### src/rtl/retire_unit.sv
// Retire unit: consumes in-order ROB commits, maintains the committed arch->phys map,
// frees superseded tags, releases committed stores and sequences exception flush/redirect.
// Optional macro RETIRE_PERF_CNT_EN adds perf_loads/perf_stores/perf_branches counters.
module retire_unit #(
  parameter int          ISSUE_W    = 2,
  parameter int          ROB_SIZE   = 16,
  parameter int          PHYS_REGS  = 64,
  parameter int          STQ_PEND   = 8,
  parameter logic [31:0] EXC_VECTOR = 32'h0000_0100,
  localparam int         IDX_W      = $clog2(ROB_SIZE),
  localparam int         PREG_W     = $clog2(PHYS_REGS)
) (
  input  logic                           clk,
  input  logic                           reset_n,
  input  logic [ISSUE_W-1:0]             commit_valid,
  input  logic [ISSUE_W-1:0][4:0]        commit_arch_rd,
  input  logic [ISSUE_W-1:0][PREG_W-1:0] commit_phys_rd,
  input  logic [ISSUE_W-1:0]             commit_exception,
  input  logic [ISSUE_W-1:0]             commit_is_store,
  input  logic [ISSUE_W-1:0]             commit_is_load,
  input  logic [ISSUE_W-1:0]             commit_is_branch,
  input  logic [ISSUE_W-1:0][31:0]       commit_pc,
  output logic [ISSUE_W-1:0]             free_en,
  output logic [ISSUE_W-1:0][PREG_W-1:0] free_tag,
  output logic                           store_rel_valid,
  input  logic                           store_rel_ready,
  output logic                           flush_en,
  output logic [IDX_W-1:0]               flush_ptr,
  output logic                           redirect_valid,
  input  logic                           redirect_ready,
  output logic [31:0]                    redirect_pc,
  output logic [31:0]                    epc,
  output logic [31:0]                    instret,
  output logic                           store_ovf_err
`ifdef RETIRE_PERF_CNT_EN
  ,
  output logic [31:0]                    perf_loads,
  output logic [31:0]                    perf_stores,
  output logic [31:0]                    perf_branches
`endif
);

  localparam int CNT_W  = $clog2(ISSUE_W + 1);
  localparam int PEND_W = $clog2(STQ_PEND + 1);

  typedef enum logic [1:0] {RUN, FLUSH, REDIR} state_t;

  state_t                           state, state_n;
  logic [PREG_W-1:0]                amt   [32];
  logic [PREG_W-1:0]                amt_n [32];
  logic [IDX_W-1:0]                 retire_ptr;
  logic [PEND_W-1:0]                pend_cnt, pend_n;
  logic [ISSUE_W-1:0]               free_en_n;
  logic [ISSUE_W-1:0][PREG_W-1:0]   free_tag_n;
  logic [CNT_W-1:0]                 ret_cnt, consumed;
  logic                             fault, stop, pop, ovf_n;
  logic [31:0]                      epc_n;
`ifdef RETIRE_PERF_CNT_EN
  logic [CNT_W-1:0]                 ld_cnt, st_cnt, br_cnt;
`else
  logic                             unused_class_bits;
  assign unused_class_bits = ^{commit_is_load, commit_is_branch};
`endif

  function automatic logic [IDX_W-1:0] ptr_add(input logic [IDX_W-1:0] p,
                                               input logic [CNT_W-1:0] n);
    logic [IDX_W:0] s;
    s = {1'b0, p} + (IDX_W+1)'(n);
    if (s >= (IDX_W+1)'(ROB_SIZE)) s = s - (IDX_W+1)'(ROB_SIZE);
    return s[IDX_W-1:0];
  endfunction

  assign store_rel_valid = (pend_cnt != '0);
  assign pop             = store_rel_valid & store_rel_ready;

  always_ff @(posedge clk or negedge reset_n) begin
    if (!reset_n) state <= RUN;
    else          state <= state_n;
  end

  always_comb begin
    state_n        = state;
    flush_en       = 1'b0;
    redirect_valid = 1'b0;
    redirect_pc    = '0;
    case (state)
      RUN:   if (fault) state_n = FLUSH;
      FLUSH: begin
        flush_en = 1'b1;
        state_n  = REDIR;
      end
      REDIR: begin
        redirect_valid = 1'b1;
        redirect_pc    = EXC_VECTOR;
        if (redirect_ready) state_n = RUN;
      end
      default: state_n = RUN;
    endcase
  end

  // Lane scan: oldest lane first, map updates visible to younger lanes in the same cycle
  always_comb begin
    amt_n      = amt;
    free_en_n  = '0;
    free_tag_n = '0;
    ret_cnt    = '0;
    consumed   = '0;
    fault      = 1'b0;
    stop       = 1'b0;
    epc_n      = epc;
    ovf_n      = store_ovf_err;
    pend_n     = pend_cnt - PEND_W'(pop);
`ifdef RETIRE_PERF_CNT_EN
    ld_cnt     = '0;
    st_cnt     = '0;
    br_cnt     = '0;
`endif
    if (state == RUN) begin
      for (int k = 0; k < ISSUE_W; k++) begin
        if (!stop) begin
          if (!commit_valid[k]) begin
            stop = 1'b1;
          end else begin
            consumed = consumed + CNT_W'(1);
            if (commit_exception[k]) begin
              fault = 1'b1;
              stop  = 1'b1;
              epc_n = commit_pc[k];
            end else begin
              if (commit_arch_rd[k] != 5'd31) begin
                free_en_n[k]                = 1'b1;
                free_tag_n[k]               = amt_n[commit_arch_rd[k]];
                amt_n[commit_arch_rd[k]]    = commit_phys_rd[k];
              end
              ret_cnt = ret_cnt + CNT_W'(1);
              if (commit_is_store[k]) begin
                if (pend_n < PEND_W'(STQ_PEND)) pend_n = pend_n + PEND_W'(1);
                else                            ovf_n  = 1'b1;
              end
`ifdef RETIRE_PERF_CNT_EN
              if (commit_is_load[k])   ld_cnt = ld_cnt + CNT_W'(1);
              if (commit_is_store[k])  st_cnt = st_cnt + CNT_W'(1);
              if (commit_is_branch[k]) br_cnt = br_cnt + CNT_W'(1);
`endif
            end
          end
        end
      end
    end
  end

  always_ff @(posedge clk or negedge reset_n) begin
    if (!reset_n) begin
      for (int i = 0; i < 32; i++) amt[i] <= PREG_W'(i);
      retire_ptr    <= '0;
      pend_cnt      <= '0;
      free_en       <= '0;
      free_tag      <= '0;
      flush_ptr     <= '0;
      epc           <= '0;
      instret       <= '0;
      store_ovf_err <= 1'b0;
    end else begin
      amt           <= amt_n;
      retire_ptr    <= ptr_add(retire_ptr, consumed);
      pend_cnt      <= pend_n;
      free_en       <= free_en_n;
      free_tag      <= free_tag_n;
      epc           <= epc_n;
      instret       <= instret + 32'(ret_cnt);
      store_ovf_err <= ovf_n;
      if (fault) flush_ptr <= ptr_add(retire_ptr, consumed);
    end
  end

`ifdef RETIRE_PERF_CNT_EN
  always_ff @(posedge clk or negedge reset_n) begin
    if (!reset_n) begin
      perf_loads    <= '0;
      perf_stores   <= '0;
      perf_branches <= '0;
    end else begin
      perf_loads    <= perf_loads    + 32'(ld_cnt);
      perf_stores   <= perf_stores   + 32'(st_cnt);
      perf_branches <= perf_branches + 32'(br_cnt);
    end
  end
`endif

endmodule
### config.mk
export PLATFORM = sky130hd
export DESIGN_NAME = retire_unit
export DESIGN_NICKNAME = d
export VERILOG_FILES = /design/src/rtl/retire_unit.sv
export SDC_FILE = /design/constraint.sdc
export NUM_CORES = 1
export LEC_CHECK = 0
export ABC_AREA = 1
export CAP_MARGIN = 40
export CORE_UTILIZATION = 45
export CTS_CLUSTER_SIZE = 20
export DETAILED_ROUTE_END_ITERATION = 7
export HOLD_SLACK_MARGIN = 0.12
export PLACE_DENSITY_LB_ADDON = 0.25
export SLEW_MARGIN = 40
export SYNTH_ARGS = -nofsm -noshare
export SYNTH_HDL_FRONTEND = slang
export SYNTH_SLANG_ARGS = --single-unit
### constraint.sdc
create_clock -name clk -period 3.8 [get_ports clk]
set_input_delay 0.57 -clock clk [delete_from_list [all_inputs] [get_ports clk]]
set_output_delay 0.57 -clock clk [all_outputs]
set_load 0.05 [all_outputs]
Word-level counts from Yosys, hierarchy flattened
Cells that the tools add are included.

Output and inout bits: 118. Register bits after elaboration: 285. Word-level logic and storage cells: 159. Input port bits: 100.

Bitwise operators: 3. Muxes and demuxes: 88. Add/sub/neg operators: 8. Eq/ne operators: 6. Magnitude comparators: 7. Reductions and logical operators: 5.

Operator list (count): $mux 192 (8); $bwmux 192 (2); $mux 32 (5); $mux 6 (13); $bmux 6 s5 (2); $demux 6 s5 (2); $mux 4 (12); $add 32x2->32 (1); $mux 1 (29); $mux 2 (12); $ge 6x6->1 const B (2); $lt 6x1->1 const B (2); $mux 12 (1); $not 5->6 (2); $ne 5x5->1 const B (2); $mux 9 (1); $add 4x1->4 const B (2); $lt 4x4->1 const B (2); $pmux 2 s3 (1); $add 4x2->5 (1); $ge 5x5->1 const B (1); $add 2x1->2 const B (2); $ne 2x2->1 const B (2); $reduce_bool 4->1 (1); 8 further kinds (9).

Longest topological paths before layout
Word-level depth: 18. Gate-level depth with buffers: 17. Mapped depth without buffers: 16.

Worst setup path after synthesis
Ideal clock, no wire load.

Path type: input to register. Start point: input commit_valid[0]. End point: register instret[26]. Setup time: 0.082 ns. Required time: 3.718 ns. Arrival time: 3.074 ns. Stages: 15. Path buffers: 1. Setup slack: 0.643 ns. Cell sequence: inv_2 > nor2_4 > buf_6 > ha_1 > inv_1 > a211oi_1 > ha_1 > inv_1 > fa_1 > nor3_2 > nand3_1 > nor2_2 > nand3_1 > nor3_1 > xor2_1.

Cells in the longest elaborated chain, start to end: 8. Elaborated cells on any way between the ends: 10. Those cells by class: add/sub: 2; mux: 8.

RTL lines: start: declaration (RTL line 15) `input logic [ISSUE_W-1:0] commit_valid,`; $mux 1 (RTL line 121) `if (!commit_valid[k]) begin`; $mux 2 (RTL line 118) `if (state == RUN) begin`; $add 2x1->2 (RTL line 135) `ret_cnt = ret_cnt + CNT_W'(1);`; $mux 2 (RTL line 125) `if (commit_exception[k]) begin`; $mux 2 (RTL line 121); $mux 2 (*) (RTL line 120) `if (!stop) begin`; $mux 2 (*) (RTL line 118); $add 32x2->32 (*) (RTL line 170) `instret <= instret + 32'(ret_cnt);`; end signal: assignment (RTL line 170); end: declaration (RTL line 33) `output logic [31:0] instret,`.

Mark *: on every way between the ends. The rest lies on a longest branch, timed or not. The select of a mux whose other input is x is not followed. A chain may end at the register's enable or synchronous reset.

Worst setup path in the final report
Start point: input commit_exception[1]. End point: register instret[26].

Cells in the longest elaborated chain, start to end: 5.

RTL lines: start: declaration (RTL line 18) `input logic [ISSUE_W-1:0] commit_exception,`; $mux 2 (RTL line 125); $mux 2 (RTL line 121); $mux 2 (RTL line 120); $mux 2 (RTL line 118); $add 32x2->32 (RTL line 170).

No other way between the ends.

==> out/metrics.sh <==
YOSYSWARNINGS=0
WORST-PATH-BUF-INV=4
PORT-BUFFER-COUNT=182
CTS_MAX_PATH_BUFS=3
PIN_COUNT_OF_THE_BIGGEST_NET_ENTERING_GLOBAL_ROUTING=162
POST-SYNTH-TOP-AREA-FRACTION_PCT=27.1
POWER.DENSITY_CELL_AREA_mW_PER_MM2=566
FRACTION_OF_LAYOUT_INSTANCES_USING_A_DRIVE_STRENGTH_ABOVE_1_PCT=10.3
CTS_SETUP_BUFFERS=0
SW_FRAC_OF_TOTAL_PCT=38.7
POWER.INTERNAL_mW=7.89
AVGSYNTHCELLAREA_UM2=6.98
TRITONCTS='built'
SETUP_TOTAL_NEGATIVE_SLACK_PS=0
POWER.LEAKAGE_nW=10.3
WORST-ENDPOINT-ARRIVAL_PS=3580
SYNTH_AREA_LEADERS='sky130_fd_sc_hd__dfrtp_1 27%, sky130_fd_sc_hd__dfstp_2 11%, sky130_fd_sc_hd__nand2_1 10%'
CTSHTREEMAXLEVEL=2
DETAILED_PLACE.AREA_MM2=0.0215
DETAILROUTE.VIA_COUNT=20700
CLOCKROOTBUFFER='sky130_fd_sc_hd__clkbuf_16'
VIASPERCELL=6.06
CORE_AREA_MM2=0.0412
CLKSLEWWORSTSETUPHOLDPATHS_PS=60
R2R_SLACK_PS=1020
POWER.SHARE.CLOCK_PCT=29.0
INITIAL_ANTENNA_VIOLATION_COUNT=2
CRIT_PATH_CELL_TRACE='clkdlybuf4s50_1 > inv_1 > ha_1 > inv_1 > a211oi_1 > ha_1 > inv_1 > fa_1 > nor3_2 > nand3_1 > nor2_2 > nand3_1 > nor3_1 > xor2_1'
ANTENNA_VIOLATING_NETS_POST_ROUTE=0
LAYOUT_NETS=2967
HOLDCRITSTARTPOINT='amt[4]$_DFFE_PN1P_'
CRITICAL-PATH-TOP-DELAY-FAMILY='adder cells'
GLOBALROUTETOTALUTIL_PCT=34.1
SYNTH.TOP_CELLS.BY_COUNT='513 x sky130_fd_sc_hd__nand2_1, 332 x sky130_fd_sc_hd__nand3_1, 272 x sky130_fd_sc_hd__inv_1, 263 x sky130_fd_sc_hd__o21ai_0, 231 x sky130_fd_sc_hd__nor2_1'
TIMING.HOLD.WORST_PATH_DEPTH=0
RR_WORST_DEPTH=12
WORST-ENDPOINT-REQUIRED_PS=4280
WORST_R2R_START='state[1]$_DFFE_PN0P_'
DR.FIRST_ITER.DRC_COUNT=2453
WHS_ENDPOINT='amt[4]$_DFFE_PN1P_'
HIGHEST_CLOCK_FREQUENCY_THE_DESIGN_CAN_MEET_MHz=323
FINALCRITICALPERIOD_PS=3100
YS_SEQ_AREA_SHARE_PCT=38.1
POST-ROUTE-PERIOD-UTIL_PCT=81.5
CLOCK_SINK_COUNT=285
POWER.COMBINATIONAL.FRACTION_PCT=36.9
WL_PER_CELL_UM=21.7
GRT_REMAINING_OVERFLOW=0
SKEW_PS=14.9
LEADING_CELL_TYPE_BY_NUMBER_OF_INSTANCES_AFTER_SYNTHESIS='sky130_fd_sc_hd__nand2_1'
SYNTH.MUX.AREA_FRACTION_PCT=0
SYNTH_TOP_FLOP_CELL='sky130_fd_sc_hd__dfrtp_1'
CRITPATHMAXSTAGEDELAY_PS=500
YOSYS.CELL_TYPES.COUNT=39
CRIT_PATH_START='commit_exception[1]'
RUN_STATUS='finished, final reports clean'
POST-ROUTE-CELL-AREA_MM2=0.0228
POSTSYNTHCELLCOUNT=2718
SLOWEST_STAGE='sky130_fd_sc_hd__clkdlybuf4s50_1'
SLEW_HEADROOM_PCT=41.2
CRIT_PATH_END_KIND='flip-flop'
BOUNDARYPINS=218
FINAL-MAX-SLEW-VIOLATION-COUNT=0
CRIT_PATH_START_KIND='input pin'
FLOORPLAN.DIE.HEIGHT_UM=207
FRACTION_OF_THE_MAPPED_NETLIST_AREA_IN_SIMPLE_LOGIC_GATES_PCT=25.6
POST-LAYOUT-TOTAL-POWER_mW=12.9
ROUTED_WL_UM=74000
REPORT.FINAL.HOLD_VIOL_COUNT=0
SETUP_VIOL_COUNT_FINAL=0
YOSYS.AREA_SHARE.ADDER_PCT=0.739
SYNTH_XOR_XNOR_AREA_SHARE_PCT=1.48
FLOORPLAN.ROWS=74
GRT_FIRST_PASS_WIRELENGTH_UM=114000
NET_SW_POWER_mW=4.99
DIE_AREA_MM2=0.0430
INITIAL_UTILIZATION_PCT=46.0
HP-CLASS='reg2reg'
SYNTH_TOP_FAMILY_BY_AREA='simple AND/OR/NAND/NOR gates'
PORTION_OF_TOTAL_POWER_ATTRIBUTED_TO_SEQUENTIAL_CELLS_PCT=34.1
SYN2LAYOUT_AREA_GROWTH_PCT=20.1
POST-SYNTH-TOP-AREA-CELL='sky130_fd_sc_hd__dfrtp_1'
VIAS_IN_THE_FIRST_GLOBAL_ROUTE=19800
PATH_CLASS='in2reg'
SYNTH_SEQ_CELLS=285
SYNTHESIS.AREA_MM2=0.0190
REMAINING_DRC_ERRORS=0
MAX-CAP-VIOLATIONS=0
CTS_HOLD_BUF=1
AREA_FRACTION_IN_COMPOUND_GATES_AFTER_SYNTHESIS_PCT=23.0
CRITICAL_PATH.MOST_COMMON_CELL='sky130_fd_sc_hd__inv_1'
DIEWIDTH_UM=207
HPWL_UM=50200
POST_CTS_RESIZE_COUNT=0
SYNTH_EDF_COUNT=0
CRIT_PATH_MAX_FANOUT=4
INSERTION_DELAY_PS=560
WORSTREG2REGEND='instret[26]$_DFF_PN0_'
SYNTH-ASYNC-RESET-RATIO_PCT=100
ROUTABILITYCONGESTION=0.982
GRT_SETUP_UNREPAIRED='no'
PEAKVDDDROP_V=0.000410
DR.PASS1.ITERS=6
CTS_INSERTED_BUFFERS=37
WORSTMARGINPINSLEW_PS=880
==> registers in the layout, summed over array words and instances, names as in the netlist <==
register	flops
free_en	2
state	2
retire_ptr	4
free_tag	12
flush_ptr	4
amt	192
epc	32
instret	32
store_ovf_err	1
pend_cnt	4
==> worst max-delay path by stage <==
stage,end,slack [ps],cells after the start
2_1_floorplan,instret[26]$_DFF_PN0_,640,15
5_1_grt,instret[26]$_DFF_PN0_,420,14
3_3_place_gp,instret[26]$_DFF_PN0_,150,14
4_1_cts,instret[26]$_DFF_PN0_,690,14
6_report,instret[26]$_DFF_PN0_,700,14
3_5_place_dp,instret[26]$_DFF_PN0_,110,14
==> logic make-up (layout without fill, tap and decap cells) <==
logic type	Yosys count	in the layout
and+or+nand+nor	1135	1135
AOI/OAI and AO/OA	750	750
DFF	285	285
other	1	33
buffers and inverters	505	643
adders and majority gates	10	10
xor gates and xnor gates	32	32
==> layer usage <==
layer | track usage (%) | vias to the layer above | wire length, um | share of wire (%)
met5 | 0 | - | 0 | 0
met4 | 20.1 | 0 | 4420 | 6.0
met3 | 7.64 | 283 | 8130 | 11
met2 | 52.0 | 1273 | 32400 | 44
met1 | 44.3 | 9683 | 29100 | 39
li1 | - | 9479 | - | -
==> cells in the final DEF, fill, tap and decap left out, types with 7 or more instances in the layout <==
master	n
sky130_fd_sc_hd__nand2_1	508
sky130_fd_sc_hd__nand3_1	332
sky130_fd_sc_hd__inv_1	271
sky130_fd_sc_hd__o21ai_0	263
sky130_fd_sc_hd__nor2_1	227
sky130_fd_sc_hd__dfrtp_1	205
sky130_fd_sc_hd__clkdlybuf4s50_1	177
sky130_fd_sc_hd__a21oi_1	172
sky130_fd_sc_hd__o22ai_1	134
sky130_fd_sc_hd__o211ai_1	112
sky130_fd_sc_hd__buf_4	97
sky130_fd_sc_hd__dfstp_2	80
sky130_fd_sc_hd__a211oi_1	57
sky130_fd_sc_hd__clkbuf_16	39
sky130_fd_sc_hd__conb_1	31
sky130_fd_sc_hd__nand4_1	21
sky130_fd_sc_hd__xnor2_1	16
sky130_fd_sc_hd__xor2_1	16
sky130_fd_sc_hd__nor3_1	13
sky130_fd_sc_hd__nand2_2	13
sky130_fd_sc_hd__inv_2	12
sky130_fd_sc_hd__clkbuf_1	9
sky130_fd_sc_hd__buf_12	9
sky130_fd_sc_hd__nor2_4	8
sky130_fd_sc_hd__ha_1	8
sky130_fd_sc_hd__clkbuf_8	8
sky130_fd_sc_hd__o21ai_1	7
sky130_fd_sc_hd__clkinv_2	7
==> layout make-up <==
cell class / count / area [um2]
antenna: 2 / 5.00
clock buffer: 56 / 1120
clock inverter: 12 / 164
fill: 3954 / 18400
inverter: 286 / 1080
multi-input combinational: 1958 / 9780
sequential: 285 / 7230
tap: 532 / 666
timing repair buffer: 289 / 2730
==> power by group through the flow <==
stage,sequential [mW],clock [mW],combinational (mW)
3_3_place_gp,4.40,0,4.57
6_report,4.40,3.73,4.75
4_1_cts,4.39,3.79,4.70
5_1_grt,4.49,3.89,5.24
3_5_place_dp,4.42,0,4.67
2_1_floorplan,4.93,0,2.75
==> stage by stage <==
stage                     utilization [%]  cells  hold slack (ps)  setup slack (ps)
final                                55.3   3420              364               702
after global routing                 55.3   3419              367               423
after CTS                            55.3   3418              366               692
after detailed placement             52.1   3349              358               106
after global placement               52.1   3349              358               145
after floorplan                         -   2748              274               643
Power figures use the tool's default switching activity.
